$ cat src/rtl/wb_write_arbiter.sv
// Writeback arbiter: buffers one result per functional unit and drives up to three
// register-file write ports per cycle, rotating priority across sources.
module wb_write_arbiter #(
    parameter int unsigned NUM_SRC = 4,
    parameter int unsigned TAG_W   = 6,
    parameter int unsigned DATA_W  = 32
) (
    input  logic                      clk,
    input  logic                      rst_n,
    input  logic                      flush,
    input  logic [NUM_SRC-1:0]        src_valid,
    input  logic [NUM_SRC*TAG_W-1:0]  src_tag,
    input  logic [NUM_SRC*DATA_W-1:0] src_data,
    output logic [NUM_SRC-1:0]        src_ready,
    output logic [TAG_W-1:0]          wr_reg1,
    output logic                      wren_reg1,
    output logic [DATA_W-1:0]         wr_d1,
    output logic [TAG_W-1:0]          wr_reg2,
    output logic                      wren_reg2,
    output logic [DATA_W-1:0]         wr_d2,
    output logic [TAG_W-1:0]          wr_reg3,
    output logic                      wren_reg3,
    output logic [DATA_W-1:0]         wr_d3,
    output logic [3:0]                pending_cnt
);

    localparam int unsigned NUM_PORTS = 3;
    localparam int unsigned PTR_W     = (NUM_SRC > 1) ? $clog2(NUM_SRC) : 1;

    logic [NUM_SRC-1:0] buf_v_q;
    logic [TAG_W-1:0]   buf_tag_q  [NUM_SRC];
    logic [DATA_W-1:0]  buf_data_q [NUM_SRC];
    logic [PTR_W-1:0]   rr_ptr_q, rr_ptr_d;
    logic [NUM_SRC-1:0] grant;

    logic               port_en_d   [NUM_PORTS];
    logic [TAG_W-1:0]   port_tag_d  [NUM_PORTS];
    logic [DATA_W-1:0]  port_data_d [NUM_PORTS];
    logic               port_en_q   [NUM_PORTS];
    logic [TAG_W-1:0]   port_tag_q  [NUM_PORTS];
    logic [DATA_W-1:0]  port_data_q [NUM_PORTS];

    logic [PTR_W-1:0]   sel;
    logic [PTR_W-1:0]   last_sel;
    logic               any_grant;
    logic               conflict;
    logic [1:0]         used;

    // Round-robin scan from rr_ptr; stops once all three write ports are claimed.
    always_comb begin
        grant     = '0;
        sel       = '0;
        last_sel  = '0;
        any_grant = 1'b0;
        conflict  = 1'b0;
        used      = '0;
        for (int unsigned p = 0; p < NUM_PORTS; p++) begin
            port_en_d[p]   = 1'b0;
            port_tag_d[p]  = '0;
            port_data_d[p] = '0;
        end
        for (int unsigned k = 0; k < NUM_SRC; k++) begin
            sel = PTR_W'((32'(rr_ptr_q) + k) % NUM_SRC);
            if (buf_v_q[sel] && (used != 2'(NUM_PORTS))) begin
                if (buf_tag_q[sel] == '0) begin
                    // x0 writes are dropped but still count as a grant
                    grant[sel] = 1'b1;
                    last_sel   = sel;
                    any_grant  = 1'b1;
                end else begin
                    conflict = 1'b0;
                    for (int unsigned p = 0; p < NUM_PORTS; p++) begin
                        if (port_en_d[p] && (port_tag_d[p] == buf_tag_q[sel])) begin
                            conflict = 1'b1;
                        end
                    end
                    if (!conflict) begin
                        grant[sel]        = 1'b1;
                        last_sel          = sel;
                        any_grant         = 1'b1;
                        port_en_d[used]   = 1'b1;
                        port_tag_d[used]  = buf_tag_q[sel];
                        port_data_d[used] = buf_data_q[sel];
                        used              = used + 2'd1;
                    end
                end
            end
        end
        rr_ptr_d = rr_ptr_q;
        if (any_grant) begin
            rr_ptr_d = (last_sel == PTR_W'(NUM_SRC - 1)) ? '0 : last_sel + 1'b1;
        end
    end

    always_comb begin
        src_ready = '0;
        for (int unsigned i = 0; i < NUM_SRC; i++) begin
            src_ready[i] = rst_n && !flush && (!buf_v_q[i] || grant[i]);
        end
    end

    always_comb begin
        pending_cnt = '0;
        for (int unsigned i = 0; i < NUM_SRC; i++) begin
            pending_cnt = pending_cnt + 4'(buf_v_q[i]);
        end
    end

    always_ff @(posedge clk or negedge rst_n) begin
        if (!rst_n) begin
            buf_v_q <= '0;
            for (int unsigned i = 0; i < NUM_SRC; i++) begin
                buf_tag_q[i]  <= '0;
                buf_data_q[i] <= '0;
            end
        end else if (flush) begin
            buf_v_q <= '0;
        end else begin
            for (int unsigned i = 0; i < NUM_SRC; i++) begin
                if (src_valid[i] && src_ready[i]) begin
                    buf_v_q[i]    <= 1'b1;
                    buf_tag_q[i]  <= src_tag[i*TAG_W +: TAG_W];
                    buf_data_q[i] <= src_data[i*DATA_W +: DATA_W];
                end else if (grant[i]) begin
                    buf_v_q[i] <= 1'b0;
                end
            end
        end
    end

    always_ff @(posedge clk or negedge rst_n) begin
        if (!rst_n) begin
            rr_ptr_q <= '0;
        end else if (!flush) begin
            rr_ptr_q <= rr_ptr_d;
        end
    end

    always_ff @(posedge clk or negedge rst_n) begin
        if (!rst_n) begin
            for (int unsigned p = 0; p < NUM_PORTS; p++) begin
                port_en_q[p]   <= 1'b0;
                port_tag_q[p]  <= '0;
                port_data_q[p] <= '0;
            end
        end else begin
            for (int unsigned p = 0; p < NUM_PORTS; p++) begin
                port_en_q[p]   <= flush ? 1'b0 : port_en_d[p];
                port_tag_q[p]  <= flush ? '0 : port_tag_d[p];
                port_data_q[p] <= flush ? '0 : port_data_d[p];
            end
        end
    end

    assign wren_reg1 = port_en_q[0];
    assign wr_reg1   = port_tag_q[0];
    assign wr_d1     = port_data_q[0];
    assign wren_reg2 = port_en_q[1];
    assign wr_reg2   = port_tag_q[1];
    assign wr_d2     = port_data_q[1];
    assign wren_reg3 = port_en_q[2];
    assign wr_reg3   = port_tag_q[2];
    assign wr_d3     = port_data_q[2];

endmodule
$ cat config.mk
export PLATFORM = sky130hd
export DESIGN_NAME = wb_write_arbiter
export DESIGN_NICKNAME = d
export VERILOG_FILES = /design/src/rtl/wb_write_arbiter.sv
export SDC_FILE = /design/constraint.sdc
export NUM_CORES = 1
export LEC_CHECK = 0
export ABC_CLOCK_PERIOD_IN_PS = 8850
export BUFFER_PORTS_ARGS = -buffer_cell sky130_fd_sc_hd__clkbuf_2
export CAP_MARGIN = 20
export CORE_UTILIZATION = 58
export CTS_CLUSTER_DIAMETER = 80
export DETAILED_ROUTE_END_ITERATION = 12
export HOLD_SLACK_MARGIN = 0.1
export PLACE_DENSITY = 0.85
export SYNTH_ARGS = -nofsm -noshare
export SYNTH_HDL_FRONTEND = slang
export SYNTH_SLANG_ARGS = --single-unit
$ cat constraint.sdc
create_clock -name clk -period 8.85 [get_ports clk]
set_clock_uncertainty 0.05 [all_clocks]
set_input_delay 1.77 -clock clk [delete_from_list [all_inputs] [get_ports clk]]
set_output_delay 1.77 -clock clk [all_outputs]
set_load 0.01 [all_outputs]
==> results.toml, run 1 <==
[cts]
cts_tree = "yes"
clock_latency_ns = 0.58
cts_buffer_depth = 3
cts_buffers = 29
cts_root_buf = "clkbuf_16"
path_clk_slew_ns = 0.07
cts_hold_buffers = 0
cts_sinks = 275
htreeDepth = 1

[job]
maxCapViolCount = 0

[run_status]
status = "finished with violations"
violations = "DRC"

[synth]
ys_seq_area_share_pct = 39.5
avgSynthCellArea_um2 = 11.8
synth_top_area_cell = "dfrtp_1"
synth_edf_count = 0
synthCells = 1470
netlist_area_um2 = 17400
ys_ff_latch = 275
yosys_warnings = 0
ys.flop_type = "dfrtp_1"
synth.distinct_cells = 73
synth_top_area_share_pct = 39.5
synth.area.top_cells = "dfrtp_1, mux4_2, mux2_2"
synth_fp_nets = 1640
async_flop_share_pct = 100

[final_layout]
layout-drive-gt1-share_pct = 40.7
nets = 1839
num-fill-cells = 2048
fin_cells = 2084
seqCellArea_um2 = 6890
utilization_pct = 67.9
syn_to_final_growth_pct = 15.4
multiInputGateArea_um2 = 9810

[die]
start_util_pct = 58.9
rows = 63
die_y_um = 175
ios = 284
dieArea_um2 = 30700
dieWidth_um = 175
core_area_um2 = 29600

[drt]
vias = 14500
ant_nets = 0
post-route-drc-count = 2
drtPass1Iterations = 12
drt_iter0_markers = 1845
routedWlPerCell_um = 25.5
avgViaCountPerCell = 6.97
routed_wl_um = 53100

[critical_path]
r2r-end = "wr_reg2[0]$_DFF_PN0_"
path_class = "reg -> out"
critPathTopFamily = "compound AO/OA/AOI/OAI gates"
reg2reg_slack_ns = 1.19
cp-start-kind = "flop"
cp_cell_sequence = "inv_1, ha_4, mux4_2, a21boi_0, a2111oi_0, o32a_1, a21o_1, o21ai_0, inv_1, ha_1, nand2b_1, a21oi_1, a21boi_0, a21o_1, o211ai_4, mux2i_1, xnor2_1, a32o_1, a21oi_2, o21a_1, clkbuf_2"
crit_buf_inv = 3
critPathCaptureType = "output pin"
slowest_delay_ns = 0.61
crit_slowest_cell = "dfrtp_4"
worstReg2RegStart = "rr_ptr_q[0]$_DFFE_PN0P_"
cp_data_required_time_ns = 7.03
worstRegToRegCells = 21
worstPathArrival_ns = 6.68
cp_max_fo = 19

[place]
placed_cells = 2025
dpl.hpwl_um = 34200
pre_cts_slack_ns = 0.867
gp_congestion = 0.943
io_buffers = 282

[sta]
relSlewSlack_pct = 26.0
maxSlewViolCount = 0
rsz0062_at_grt = "no"
fin_setup_tns_ns = 0
max_freq_mhz = 118
tightest_slew_ns = 1.11
period_needed_ns = 8.50
setup_viol = 0
fin_ws_ns = 0.351
hold_viol = 0
period_share_pct = 96.0

[power]
vdd_ir_drop_max_v = 0.000351
p_leak_nw = 8.44
clkPwrFrac_pct = 15.7
switching_power_w = 0.00384
pwr-share-comb_pct = 60.1
p_seq_share_pct = 24.2
p_per_area_nw_per_um2 = 429
swShare_pct = 44.6
totalPowerFinal_w = 0.00862
intPower_w = 0.00478

[grt]
grt_max_degree = 142
grt_pass1_vias = 14400
gr-total-overflow = 0
grt_antenna_before_repair = 4
grt_util_all_layers_pct = 34.9
grt_pass1_wl_um = 82900

[hold_path]
whs_endpoint = "buf_data_q[94]$_DFFE_PN0P_"
hold_start = "buf_data_q[94]$_DFFE_PN0P_"
min_path_cells = 1
hold_class = "reg -> reg"
layout make-up:
cell class	instances	share of cell area (%)
Antenna cell	2	0.0249
Clock buffer	38	4.03
Multi-Input combinational cell	1024	48.9
Inverter	29	0.542
Sequential cell	275	34.3
Timing Repair Buffer	310	8.50
Tap cell	390	2.43
Clock inverter	16	1.30
worst register-to-register path: cells and delay by family (launching register included):
| kind | cells | cell delay, ns |
|---|---|---|
| buffers and inverters | 3 | 0.62 |
| multiplexers | 2 | 0.85 |
| XOR/XNOR | 1 | 0.12 |
| AO/OA/AOI/OAI | 11 | 3.59 |
| flip-flops | 1 | 0.61 |
| adder cells (fa/ha/maj) | 2 | 0.57 |
| AND/OR/NAND/NOR | 2 | 1.07 |
cell usage in the layout, fill, tap and decap left out, types with 6 or more instances in the layout:
cell | synthesis | final
clkbuf_16 | 0 | 29
xor2_1 | 8 | 8
buf_4 | 6 | 25
nor4_1 | 6 | 6
ha_1 | 10 | 9
mux2_1 | 36 | 36
nand3b_1 | 37 | 37
nor2_1 | 94 | 93
mux2i_1 | 11 | 11
xnor2_1 | 13 | 13
mux4_2 | 157 | 157
mux2_2 | 118 | 118
nand2b_1 | 10 | 10
nand2_1 | 152 | 151
nor2b_1 | 14 | 14
inv_1 | 29 | 28
a211o_1 | 36 | 36
a311oi_1 | 8 | 8
o21ai_0 | 11 | 11
o21a_1 | 8 | 7
clkbuf_2 | 0 | 280
a311oi_2 | 29 | 29
bufinv_16 | 0 | 6
a21oi_1 | 88 | 88
nor3_1 | 7 | 6
dfrtp_1 | 275 | 273
o31ai_1 | 6 | 6
nand3_1 | 48 | 48
a31oi_1 | 6 | 6
a22oi_1 | 34 | 34
metal layers:
metal / up-vias / track usage, % / part of all wire (%)
li1: 5974 / - / -
met1: 7195 / 46.7 / 37
met2: 1128 / 54.9 / 47
met3: 229 / 7.01 / 11
met4: 2 / 16.7 / 5.1
met5: - / 0 / 0.024
worst max-delay path by stage:
stage	to	slack [ns]	from	depth (start not counted)
after detailed placement	src_ready[0]	0.87	rr_ptr_q[0]$_DFFE_PN0P_	21
final	src_ready[2]	0.35	rr_ptr_q[0]$_DFFE_PN0P_	21
after floorplan	src_ready[0]	1.25	rr_ptr_q[0]$_DFFE_PN0P_	29
after CTS	src_ready[0]	0.24	rr_ptr_q[0]$_DFFE_PN0P_	21
after global placement	src_ready[2]	1.05	rr_ptr_q[0]$_DFFE_PN0P_	21
after global routing	src_ready[2]	0.05	rr_ptr_q[0]$_DFFE_PN0P_	21
sequential cells by signal (all words and copies together), names as in the netlist:
signal      count
rr_ptr_q        2
wren_reg3       1
wr_reg3         6
wr_d3          32
buf_data_q    128
wr_reg1         6
buf_v_q         4
wr_d1          32
wr_reg2         6
buf_tag_q      24
wren_reg2       1
wr_d2          32
wren_reg1       1
kinds of logic (layout without fill, tap and decap cells):
family          Yosys count  after routing  share of synthesized area [%]
other cells               1              3                         0.0215
mux                     322            322                           30.9
flops                   275            275                           39.5
simple gates            390            390                           10.5
compound gates          279            279                           12.6
buf+inv                 171            393                           4.54
xor+xnor                 21             21                           1.06
fa+ha+maj                11             11                          0.834
power by group through the flow:
stage / registers [W] / logic [W] / clock network [W]
CTS: 0.00208 / 0.00503 / 0.00136
floorplan: 0.00195 / 0.00386 / 0
detailed placement: 0.00209 / 0.00496 / 0
global placement: 0.00204 / 0.00488 / 0
finish: 0.00209 / 0.00518 / 0.00135
global route: 0.00214 / 0.00548 / 0.00142
metrics by stage:
step	hold WS, ns	cell area (um2)
3_5_place_dp	0.498	18900
5_1_grt	0.547	20100
4_1_cts	0.513	20000
2_1_floorplan	0.461	17400
6_report	0.509	20100
3_3_place_gp	0.481	18900
what timing repair did:
action                     in CTS  in global routing
buffers inserted                0                  1
setup endpoints to repair       0                  4
gates resized for setup         0                  0
synthesized netlist by cell type, types with 6 or more instances:
| cell | instances |
|---|---|
| dfrtp_1 | 275 |
| mux4_2 | 157 |
| nand2_1 | 152 |
| mux2_2 | 118 |
| nor2_1 | 94 |
| a21oi_1 | 88 |
| clkbuf_1 | 87 |
| nand3_1 | 48 |
| nand3b_1 | 37 |
| a211o_1 | 36 |
| mux2_1 | 36 |
| a22oi_1 | 34 |
| a311oi_2 | 29 |
| inv_1 | 29 |
| buf_2 | 28 |
| nor2b_1 | 14 |
| xnor2_1 | 13 |
| buf_6 | 12 |
| mux2i_1 | 11 |
| o21ai_0 | 11 |
| ha_1 | 10 |
| nand2b_1 | 10 |
| buf_1 | 9 |
| a311oi_1 | 8 |
| o21a_1 | 8 |
| xor2_1 | 8 |
| nor3_1 | 7 |
| a31oi_1 | 6 |
| buf_4 | 6 |
| nor4_1 | 6 |
| o31ai_1 | 6 |
No activity file was read; power rests on OpenSTA's default activity.
==> inputs of run 2 (changes only) <==
--- a/config.mk
+++ b/config.mk
@@ -5,6 +5,7 @@
 export SDC_FILE = /design/constraint.sdc
 export NUM_CORES = 1
 export LEC_CHECK = 0
+export ABC_AREA = 1
 export ABC_CLOCK_PERIOD_IN_PS = 8850
 export BUFFER_PORTS_ARGS = -buffer_cell sky130_fd_sc_hd__clkbuf_2
 export CAP_MARGIN = 20
==> run 2 against run 1 <==
Against the previous run:
- the flow now finishes without violations
- design area down 1.7%
- via count grew 28%
- die area up 0.13%
- worst hold slack lost 0.090 ns
- register-to-register slack improved by 0.12 ns
- final cell count grew 48%
- non-clock buffer count rose by 7
- routed wire length is 9.8% higher
- critical endpoint is now src_ready[3]
==> results.toml, run 2 <==
[run_status]
status = "finished clean"

[synth]
netlist_area_um2 = 17400
post-synth-top-count-cell = "nand2_1"
synth.distinct_cells = 45
ys.flop_type = "dfrtp_1"
synth_top_area_cell = "dfrtp_1"
synth.area.top_cells = "dfrtp_1, nand2_1, o21ai_0"
synth.top_cells.by_count = "nand2_1, o21ai_0, dfrtp_1"
synth_edf_count = 0
async_flop_share_pct = 100
ys_seq_area_share_pct = 39.5
ys_ff_latch = 275
avgSynthCellArea_um2 = 6.88
yosys_warnings = 0
synthCells = 2534
synth_top_area_share_pct = 39.5
synth_fp_nets = 2704

[final_layout]
nets = 2856
regMostFlops = "buf_data_q"
layout-drive-gt1-share_pct = 15.1
layout_common_cells = "nand2_1, o21ai_0, clkbuf_2, dfrtp_1, nand4_1"
layout_commonest_cell = "nand2_1"
postLayoutCellArea_um2 = 19700
syn_to_final_growth_pct = 13.3
largest_reg_flops = 128
diodes = 0

[critical_path]
reg2reg_slack_ns = 1.31
worstPathArrival_ns = 6.59
worstReg2RegStart = "rr_ptr_q[0]$_DFFE_PN0P_"
path_class = "reg -> out"
critPathTopFamily = "simple AND/OR/NAND/NOR gates"
cp_max_fo = 99
critPathMostFrequentCell = "nand2_1"
crit_buf_inv = 9
startpoint = "rr_ptr_q[0]$_DFFE_PN0P_"
cp_data_required_time_ns = 7.03
critPathCaptureType = "output pin"
slowest_delay_ns = 0.67
cp-start-kind = "flop"
r2r-end = "buf_data_q[113]$_DFFE_PN0P_"
crit_slowest_cell = "dfrtp_4"
worstRegToRegCells = 35

[grt]
grt_pass1_wl_um = 90200
top_usage_layer = "met1"
grt_util_all_layers_pct = 37.5
grt_antenna_before_repair = 0
use_met2_pct = 48.9
grt_pass1_vias = 15900
grt_max_degree = 169
grt.met1_usage_pct = 61.1
gr-total-overflow = 0
use_met3_pct = 9.05

[sta]
fin_ws_ns = 0.444
timing.hold.ws_ns = 0.420
fin_setup_tns_ns = 0
hold_viol = 0
rsz0062_at_grt = "no"
max_freq_mhz = 119
maxSlewViolCount = 0
period_needed_ns = 8.41
relSlewSlack_pct = 26.3
setup_viol = 0
tightest_slew_ns = 1.11
period_share_pct = 95.0

[hold_path]
min_path_cells = 2
hold_class = "reg -> reg"
hold_start = "buf_data_q[72]$_DFFE_PN0P_"
whs_endpoint = "buf_data_q[72]$_DFFE_PN0P_"

[drt]
drtPass1Iterations = 6
ant_nets = 0
post-route-drc-count = 0
routed_wl_um = 58300
drt_iter0_markers = 2951
routedWlPerCell_um = 18.8
avgViaCountPerCell = 6.02
vias = 18600

[die]
rows = 63
ios = 284
dieWidth_um = 175
start_util_pct = 59.0
dieArea_um2 = 30700
core_area_um2 = 29600
die_y_um = 175

[cts]
cts_buffer_depth = 3
htreeDepth = 1
cts_sinks = 275
clock_latency_ns = 0.58
cts_root_buf = "clkbuf_16"
path_clk_slew_ns = 0.06
cts_buffers = 28
cts_hold_buffers = 0
cts_tree = "yes"

[job]
maxCapViolCount = 0

[place]
gp_congestion = 1.01
pre_cts_slack_ns = 0.404
io_buffers = 282
dpl_cell_area_um2 = 18700
dpl.hpwl_um = 42900
-- run 2: changes by cell type after synthesis, sizes merged, moves of 28 or more --
cell    change
mux2      -154
a211o      -36
nand3b     -37
a21oi      -28
nand4     +165
a22oi      -34
a311oi     -37
a211oi     +45
o21ai     +365
nand2     +775
mux4      -157
inv       +139
nand3      +50
-- run 2: worst min-delay path, cell delays in order, from the launching register on --
cell and delay [ns]:
dfrtp_1 0.34, nand2_1 0.05, nand2_1 0.05
-- run 2: worst max path at each step --
stage | to | slack, ns | depth (start not counted)
floorplan | src_ready[0] | 1.74 | 33
finish | src_ready[3] | 0.44 | 31
global placement | src_ready[3] | 0.66 | 32
global route | src_ready[3] | 0.009 | 31
CTS | src_ready[3] | 0.10 | 32
detailed placement | src_ready[3] | 0.40 | 32
-- run 2: layout make-up --
type	count	area (um2)
Fill cell	2585	9820
Tap cell	390	488
Clock buffer	36	791
Multi-Input combinational cell	1893	9020
Clock inverter	12	165
Sequential cell	275	6890
Inverter	171	652
Timing Repair Buffer	317	1740
-- run 2: logic make-up (layout without fill, tap and decap cells) --
group                      after synthesis  in the layout  synth area share, %
other                                    1              1               0.0215
xor gates and xnor gates                 4              4                0.201
adders and majority gates               11             11                0.833
DFF                                    275            275                 39.5
and+or+nand+nor                       1319           1320                 32.5
AOI/OAI and AO/OA                      526            526                 16.2
buffers and inverters                  367            536                 8.95
muxes                                   31             31                 1.78
-- run 2: routing by layer --
layer,wire (um),vias to the layer above
met5,0,-
met4,1440,0
met3,8100,100
met2,22700,1315
met1,26100,8503
li1,-,8714
-- run 2: timing repair --
action	4_1_cts	5_1_grt
gates cloned	0	1
endpoints found under the setup margin	4	4
gates resized for setup	1	7
setup buffers	1	0
pin swaps	0	1
-- run 2: per-stage QoR --
step	std cells	util [%]
after floorplan	2534	-
after global placement	3042	63.2
after detailed placement	3042	63.2
after CTS	3091	66.5
after global routing	3094	66.8
final	3094	66.8
Power of run 2 is not shown: default switching activity piles up to over one toggle a cycle in this logic, so the estimate is an artifact.
